**config.mk**
```make
export PLATFORM = sky130hd
export DESIGN_NAME = store_ref_table
export DESIGN_NICKNAME = d
export VERILOG_FILES = /design/src/rtl/store_ref_table.sv
export SDC_FILE = /design/constraint.sdc
export NUM_CORES = 1
export LEC_CHECK = 0
export BUFFER_PORTS_ARGS = -buffer_cell sky130_fd_sc_hd__buf_4
export CELL_PAD_IN_SITES_DETAIL_PLACEMENT = 0
export CELL_PAD_IN_SITES_GLOBAL_PLACEMENT = 1
export CORE_UTILIZATION = 48
export CTS_CLUSTER_SIZE = 14
export DETAILED_ROUTE_END_ITERATION = 16
export PLACE_DENSITY = 0.85
export SYNTH_ARGS = -nofsm -noshare
export SYNTH_HDL_FRONTEND = slang
export SYNTH_SLANG_ARGS = --single-unit
```
**constraint.sdc**
```tcl
create_clock -name clk -period 2.3 [get_ports clk]
set_input_delay 0.46 -clock clk [delete_from_list [all_inputs] [get_ports clk]]
set_output_delay 0.46 -clock clk [all_outputs]
set_load 0.01 [all_outputs]
```
**src/rtl/store_ref_table.sv**
```systemverilog
// -----------------------------------------------------------------------------
// store_ref_table
// Table of expected stores (address/data pairs) plus a per-entry comparator
// against the store currently on the core's bus. Only entries below num_act
// take part in a compare; the rest read back as no-hit.
//
// Ports
//   clk, reset         clock, asynchronous active-low reset (clears the table)
//   we, idx            write strobe / entry index (indices out of range ignored)
//   wr_addr, wr_data   entry contents to write
//   num_act            number of active entries
//   st_addr, st_data   store currently presented by the core
//   addr_hit           per active entry: address equal
//   full_hit           per active entry: address and data equal
// -----------------------------------------------------------------------------
module store_ref_table #(
   parameter int  NUM_CHECKS = 4,
   parameter int  ADDR_W     = 32,
   parameter int  DATA_W     = 32,
   localparam int IDX_W      = $clog2(NUM_CHECKS),
   localparam int CNT_W      = $clog2(NUM_CHECKS + 1)
) (
   input  logic                  clk,
   input  logic                  reset,
   input  logic                  we,
   input  logic [IDX_W-1:0]      idx,
   input  logic [ADDR_W-1:0]     wr_addr,
   input  logic [DATA_W-1:0]     wr_data,
   input  logic [CNT_W-1:0]      num_act,
   input  logic [ADDR_W-1:0]     st_addr,
   input  logic [DATA_W-1:0]     st_data,
   output logic [NUM_CHECKS-1:0] addr_hit,
   output logic [NUM_CHECKS-1:0] full_hit
);

   logic [ADDR_W-1:0] ent_addr_r [NUM_CHECKS];
   logic [DATA_W-1:0] ent_data_r [NUM_CHECKS];
   logic              idx_ok_s;

   // When the table depth is a power of two every encodable index is valid.
   if ((1 << IDX_W) == NUM_CHECKS) begin : g_idx_all
      assign idx_ok_s = 1'b1;
   end else begin : g_idx_range
      assign idx_ok_s = (idx < IDX_W'(NUM_CHECKS));
   end

   // Entry storage: cleared on reset, written one entry at a time.
   always_ff @(posedge clk or negedge reset) begin
      if (!reset) begin
         for (int i = 0; i < NUM_CHECKS; i++) begin
            ent_addr_r[i] <= '0;
            ent_data_r[i] <= '0;
         end
      end else if (we && idx_ok_s) begin
         ent_addr_r[idx] <= wr_addr;
         ent_data_r[idx] <= wr_data;
      end
   end

   // Per-entry compare, masked to the active entries.
   always_comb begin
      addr_hit = '0;
      full_hit = '0;
      for (int i = 0; i < NUM_CHECKS; i++) begin
         if (CNT_W'(i) < num_act) begin
            addr_hit[i] = (st_addr == ent_addr_r[i]);
            full_hit[i] = (st_addr == ent_addr_r[i]) && (st_data == ent_data_r[i]);
         end else begin
            addr_hit[i] = 1'b0;
            full_hit[i] = 1'b0;
         end
      end
   end

endmodule

```
==> key figures, run 1 <==
Status
  – Violated checks: negative setup slack
  – Run status: finished, violations left

CTS
  – CTS tree: built
  – TritonCTS sink count: 256
  – Max Buffers Root-to-Sink: 3
  – CTS root buffer: sky130_fd_sc_hd__clkbuf_16
  – Clock transition at path regs: 0.06 ns
  – Clock latency reported for the late side of the worst-skew pair: 0.52 ns
  – CTS Buf Count: 26
  – H-tree depth reported by CTS: 1

Drt
  – Total vias in the final route: 7973
  – Remaining antenna violation count: 0
  – Detailed-route wire length: 31160 um
  – Wirelength per Cell: 20.99 um
  – Drt via density: 5.369
  – DRC violation count after routing: 0
  – Detailed Routing Iterations Pass 1: 5
  – Violation count after the first detailed-routing iteration: 437

Final layout
  – Multi-input combinational cell area: 6002 um^2
  – Synth-to-Final Area Change: 27.19%
  – Final cell count without fillers: 1485
  – Count of fill cells added during filler insertion: 2027
  – Total area of sequential cells: 6406 um^2
  – Top library cells by usage in the layout, fill and taps aside: 256 x sky130_fd_sc_hd__mux2_2, 256 x sky130_fd_sc_hd__dfrtp_1, 234 x sky130_fd_sc_hd__buf_4
  – Diodes inserted: 0
  – Design Area, Final: 15620 um^2
  – Layout cell share with drive strength beyond 1: 0.4961
  – Fin nets: 1280

Job
  – Number of max-cap violations: 0

Timing
  – Final Hold Viols: 0
  – Worst clock skew: 0 ns
  – Minimum period implied by the final worst setup slack: 2.863 ns
  – Post-route worst setup slack: -0.5631 ns
  – Fmax: 349.3 MHz
  – Slew of the pin with the lowest slew margin: 0.9547 ns
  – Relative slew margins: 0.3554
  – Unrepaired setup endpoints after global routing: yes
  – Setup_tns: -3.594 ns
  – Final worst path period share: 1.245
  – Final Max Slew Viols: 0
  – Setup-failing EPs final: 8

Worst setup path
  – Crit-path most repeated cell: sky130_fd_sc_hd__nor4_2
  – Nature of the critical path endpoint: output port
  – WP data arrival: 2.40 ns
  – Count of cell instances traversed by the critical path: 7
  – Type of the setup path with the least slack: reg2out
  – Bufs and invs on worst path: 2
  – Gate family responsible for the most delay along the worst path: simple AND/OR/NAND/NOR gates
  – Delay contributed by the slowest stage of the critical path: 0.38 ns
  – FF-to-FF path depth: 2
  – Largest driver fanout on the critical path: 2
  – Startpoint class of the critical path: flip-flop
  – Critical path data required time: 1.84 ns
  – Worst path cell trace: xnor2_1, nand4_1, nor4_2, nand3_1, nor4_2, buf_4, buf_6
  – Cell at the slowest stage of the critical path: sky130_fd_sc_hd__dfrtp_1

Logic synthesis
  – Post-Syn Area: 12280 um^2
  – Post-synth EDFFs: 0
  – Async set or reset register ratio after synthesis: 1.000
  – Count of state elements after synthesis: 256
  – Sequential element share of the synthesized area: 0.5217
  – Yosys synthesis warning count: 0
  – Prevailing post-synth register cell: sky130_fd_sc_hd__dfrtp_1
  – Nets in the synthesized netlist: 1030
  – Count of mapped cells out of synthesis: 894
  – Number of distinct standard cells referenced by the synthesized netlist: 20
  – Post-synthesis average cell area: 13.74 um^2

Die
  – Die span in x: 161.9 um
  – Effective utilization at floorplan: 0.4890
  – Die area: 26230 um^2
  – Number of top-level pins: 144
  – Number of rows in the core area: 58
  – Die extent in y: 161.9 um
  – Standard cell core area: 25110 um^2

Hold path
  – HP Class: in2reg
  – Number of cells on the worst hold path: 2

Global routing
  – Number of antenna violations at the first check in global routing: 0
  – Sum of overflow across all layers after global routing: 0
  – Gr usage total: 0.2442
  – Vias in the first global route: 8306
  – Pin count of the biggest net entering global routing: 70
  – Wire length of the first global-routing pass: 48170 um

Place
  – Total placed cells including tap cells: 1444
  – I/O Buffers: 143
  – Placed inst area: 14550 um^2
  – Weighted congestion reported at the end of routability-driven placement: 0.8450
  – Detailed placer's ending HPWL: 22700 um

Power and ir drop
  – Leakage: 6.725 nW
  – Worst IR drop on VDD: 414.7 uV
  – Areal power density over the cells: 822.2 nW/um^2
[power by group]
group          switching [mW]  internal (mW)
logic                    1.29           1.62
registers               0.579           5.37
clock network            1.67           2.32
total                    3.54           9.30
[registers in the layout, summed over array words and instances, names as in the netlist]
name and count:
ent_addr_r 128, ent_data_r 128
[through the flow]
| stage | hold WS (ns) | worst slack (ns) | util | power, mW |
|---|---|---|---|---|
| finish | 0.1882 | -0.5631 | 0.6220 | 12.84 |
| global route | 0.1763 | -0.6985 | 0.6220 | 13.43 |
| CTS | 0.1715 | -0.6284 | 0.6166 | 12.87 |
| detailed placement | 0.4652 | -0.5652 | 0.5796 | 8.808 |
| global placement | 0.4563 | -0.5714 | 0.5796 | 8.709 |
| floorplan | 0.1644 | 0.1782 | - | 7.575 |
[final timing paths]
check / startpoint / endpoint / slack [ns]
max in group asynchronous: reset / ent_addr_r[0] / 1.06
max reg2reg: ent_addr_r[83] / ent_addr_r[83] / 1.42
min: wr_addr[15] / ent_addr_r[79] / 0.19
max: ent_addr_r[62] / full_hit[2] / -0.56
min in group asynchronous: reset / ent_addr_r[23] / 0.46
min reg2reg: ent_data_r[34] / ent_data_r[34] / 0.52
[per-layer routing]
metal | up-vias | GRT usage | routed length (um)
met2 | 186 | 0.3761 | 14010
met4 | 0 | 0.05446 | 664
met3 | 50 | 0.03856 | 1679
li1 | 3656 | - | -
met5 | - | 0 | 0
met1 | 4081 | 0.3629 | 14810
[worst reg2reg max path: cells and delay by family, from the launching register on]
family / cells / cell delay (ns)
flops: 1 / 0.39
buf+inv: 1 / 0.13
mux: 1 / 0.25
[timing repair]
| action | 4_1_cts | 5_1_grt |
|---|---|---|
| pin swaps | 19 | 11 |
| setup endpoints to repair | 8 | 8 |
| hold buffers | 1 | 0 |
| resized for setup | 22 | 20 |
| hold endpoints to repair | 62 | 0 |
| gates cloned | 0 | 0 |
| setup buffers | 2 | 1 |
[Yosys cell counts, types with 2 or more instances]
cell type	n	area, um^2
sky130_fd_sc_hd__mux2_2	256	2883
sky130_fd_sc_hd__nand3_1	6	30.03
sky130_fd_sc_hd__nor4_2	2	25.02
sky130_fd_sc_hd__dfrtp_1	256	6406
sky130_fd_sc_hd__xor2_1	127	1112
sky130_fd_sc_hd__buf_2	25	125.1
sky130_fd_sc_hd__nand3b_1	2	15.01
sky130_fd_sc_hd__nor4_1	39	244.0
sky130_fd_sc_hd__xnor2_1	129	1130
sky130_fd_sc_hd__nand4_1	36	225.2
sky130_fd_sc_hd__nor2_1	2	7.510
sky130_fd_sc_hd__nand2_1	2	7.510
sky130_fd_sc_hd__clkbuf_1	2	7.510
sky130_fd_sc_hd__nor3_1	4	20.02
[area by class of cell]
| class | count | area share |
|---|---|---|
| well taps | 330 | 0.02644 |
| flip-flops and latches | 256 | 0.4102 |
| repair buffers | 250 | 0.1292 |
| clock buffers | 37 | 0.04759 |
| clock inverters | 2 | 0.002243 |
| multi-input cells | 610 | 0.3843 |
[cells by family after synthesis]
group,synth area share
flip-flops,0.5217
AO/OA/AOI/OAI,0.001834
buffers and inverters,0.01121
XOR/XNOR,0.1826
AND/OR/NAND/NOR,0.04789
multiplexers,0.2348
Power figures use the tool's default switching activity.
==> run 2, diff against run 1 <==
--- a/config.mk
+++ b/config.mk
@@ -12,6 +12,7 @@
 export CTS_CLUSTER_SIZE = 14
 export DETAILED_ROUTE_END_ITERATION = 16
 export PLACE_DENSITY = 0.85
+export RECOVER_POWER = 100
 export SYNTH_ARGS = -nofsm -noshare
 export SYNTH_HDL_FRONTEND = slang
 export SYNTH_SLANG_ARGS = --single-unit
==> key figures, run 2 (synthesis results as in run 1) <==
Drt
  – Detailed Routing Iterations Pass 1: 4
  – Remaining antenna violation count: 0
  – Violation count after the first detailed-routing iteration: 391
  – Total vias in the final route: 8007
  – Drt via density: 5.392
  – Detailed-route wire length: 31270 um
  – DRC violation count after routing: 0
  – Wirelength per Cell: 21.06 um

Worst setup path
  – Crit-path most repeated cell: sky130_fd_sc_hd__nor4_2
  – Type of the setup path with the least slack: reg2out
  – WP data arrival: 2.40 ns
  – Gate family responsible for the most delay along the worst path: simple AND/OR/NAND/NOR gates
  – Delay contributed by the slowest stage of the critical path: 0.38 ns
  – Flop-to-flop setup slack: 1.42 ns
  – Startpoint class of the critical path: flip-flop
  – FF-to-FF path depth: 2
  – Bufs and invs on worst path: 2
  – R2R Path End: ent_addr_r[83]
  – Critical path data required time: 1.84 ns
  – Largest driver fanout on the critical path: 2
  – Launching point of the worst reg2reg path: ent_addr_r[83]
  – Cell at the slowest stage of the critical path: sky130_fd_sc_hd__dfrtp_1
  – Worst path cell trace: xnor2_1, nand4_1, nor4_2, nand3_1, nor4_2, buf_4, buf_6
  – Nature of the critical path endpoint: output port

Final layout
  – Fin nets: 1280
  – Diodes inserted: 0
  – Top library cells by usage in the layout, fill and taps aside: 256 x sky130_fd_sc_hd__mux2_2, 256 x sky130_fd_sc_hd__dfrtp_1, 230 x sky130_fd_sc_hd__buf_4
  – Largest registers: ent_addr_r: 128 flops, ent_data_r: 128 flops
  – Synth-to-Final Area Change: 25.94%
  – Layout cell share with drive strength beyond 1: 0.4935
  – Design Area, Final: 15460 um^2

Place
  – Placed inst area: 14550 um^2
  – Detailed placer's ending HPWL: 22700 um
  – Weighted congestion reported at the end of routability-driven placement: 0.8450
  – I/O Buffers: 143

Global routing
  – Vias in the first global route: 8306
  – Wire length of the first global-routing pass: 48170 um
  – Number of antenna violations at the first check in global routing: 0
  – Sum of overflow across all layers after global routing: 0
  – Gr usage total: 0.2442
  – Pin count of the biggest net entering global routing: 70

CTS
  – CTS tree: built
  – TritonCTS sink count: 256
  – Max Buffers Root-to-Sink: 3
  – CTS root buffer: sky130_fd_sc_hd__clkbuf_16
  – CTS Buf Count: 26
  – Clock transition at path regs: 0.06 ns
  – Clock latency reported for the late side of the worst-skew pair: 0.52 ns
  – H-tree depth reported by CTS: 1

Die
  – Number of top-level pins: 144
  – Number of rows in the core area: 58
  – Die area: 26230 um^2
  – Standard cell core area: 25110 um^2
  – Die extent in y: 161.9 um
  – Effective utilization at floorplan: 0.4890
  – Die span in x: 161.9 um

Hold path
  – HP Class: in2reg
  – Number of cells on the worst hold path: 2
  – Launch instance of the worst min-delay path: wr_addr[15]
  – End of the worst hold path: ent_addr_r[79]

Timing
  – Fmax: 349.9 MHz
  – Relative slew margins: 0.1165
  – Final Hold Viols: 0
  – Post-route worst setup slack: -0.5577 ns
  – Unrepaired setup endpoints after global routing: yes
  – Worst clock skew: 0 ns
  – Final Max Slew Viols: 0
  – Final worst path period share: 1.242
  – Tightest hold margin: 0.1896 ns
  – Setup-failing EPs final: 8
  – Minimum period implied by the final worst setup slack: 2.858 ns
  – Slew of the pin with the lowest slew margin: 1.322 ns

Power and ir drop
  – Leakage: 6.664 nW
  – Worst IR drop on VDD: 413.7 uV
  – Combinational fraction of design power: 0.225
  – Sequential share of power: 0.464
  – Areal power density over the cells: 827.8 nW/um^2
  – Net switching component of the power: 3.520 mW
  – Switching share of total power: 0.2750
  – Internal cell power: 9.282 mW
  – Power share of the clock group: 0.311

Status
  – Run status: finished, violations left
  – Violated checks: negative setup slack

Job
  – Number of max-cap violations: 0
==> run 2: area by class of cell <==
type                            count  area [um^2]
Timing Repair Buffer              250         1878
Tap cell                          330        412.9
Clock inverter                      2        35.03
Sequential cell                   256         6406
Fill cell                        2048         9644
Multi-Input combinational cell    610         5989
Clock buffer                       37        743.2
==> run 2: power groups by stage <==
| stage | registers (mW) | logic [mW] | clock network (mW) |
|---|---|---|---|
| after global placement | 5.96 | 2.75 | 0 |
| after CTS | 5.94 | 2.85 | 4.07 |
| after global routing | 6.05 | 3.11 | 4.24 |
| final | 5.95 | 2.88 | 3.98 |
| after floorplan | 5.88 | 1.70 | 0 |
| after detailed placement | 6.01 | 2.80 | 0 |
==> run 2: how the worst max path moves through the flow <==
stage / start / to / depth (start not counted)
final: ent_addr_r[50] / full_hit[2] / 7
after global routing: ent_addr_r[57] / full_hit[2] / 7
after CTS: ent_addr_r[31] / full_hit[3] / 7
after detailed placement: st_addr[1] / full_hit[3] / 8
after global placement: st_addr[1] / full_hit[3] / 8
after floorplan: st_addr[19] / full_hit[1] / 6
==> run 2: layer usage <==
layer  global-route usage  part of all wire
met1               0.3629              0.47
met2               0.3761              0.45
met3              0.03856             0.061
met4              0.05446             0.021
met5                    0                 0
==> run 2: timing repair <==
| item | 4_1_cts | 5_1_grt |
|---|---|---|
| resized for setup | 22 | 20 |
| hold endpoints to repair | 62 | 0 |
| setup buffers | 2 | 1 |
| setup endpoints to repair | 8 | 8 |
| pin swaps | 19 | 11 |
| hold buffers | 1 | 0 |
==> run 2: per-stage QoR <==
| step | power [mW] | instances | util | TNS, ns | setup slack, ns |
|---|---|---|---|---|---|
| 2_1_floorplan | 7.575 | 894 | - | 0 | 0.1782 |
| 3_3_place_gp | 8.709 | 1444 | 0.5796 | -2.685 | -0.5714 |
| 3_5_place_dp | 8.808 | 1444 | 0.5796 | -2.691 | -0.5652 |
| 4_1_cts | 12.87 | 1484 | 0.6166 | -3.723 | -0.6284 |
| 5_1_grt | 13.40 | 1485 | 0.6159 | -6.797 | -0.6985 |
| 6_report | 12.80 | 1485 | 0.6159 | -3.523 | -0.5577 |
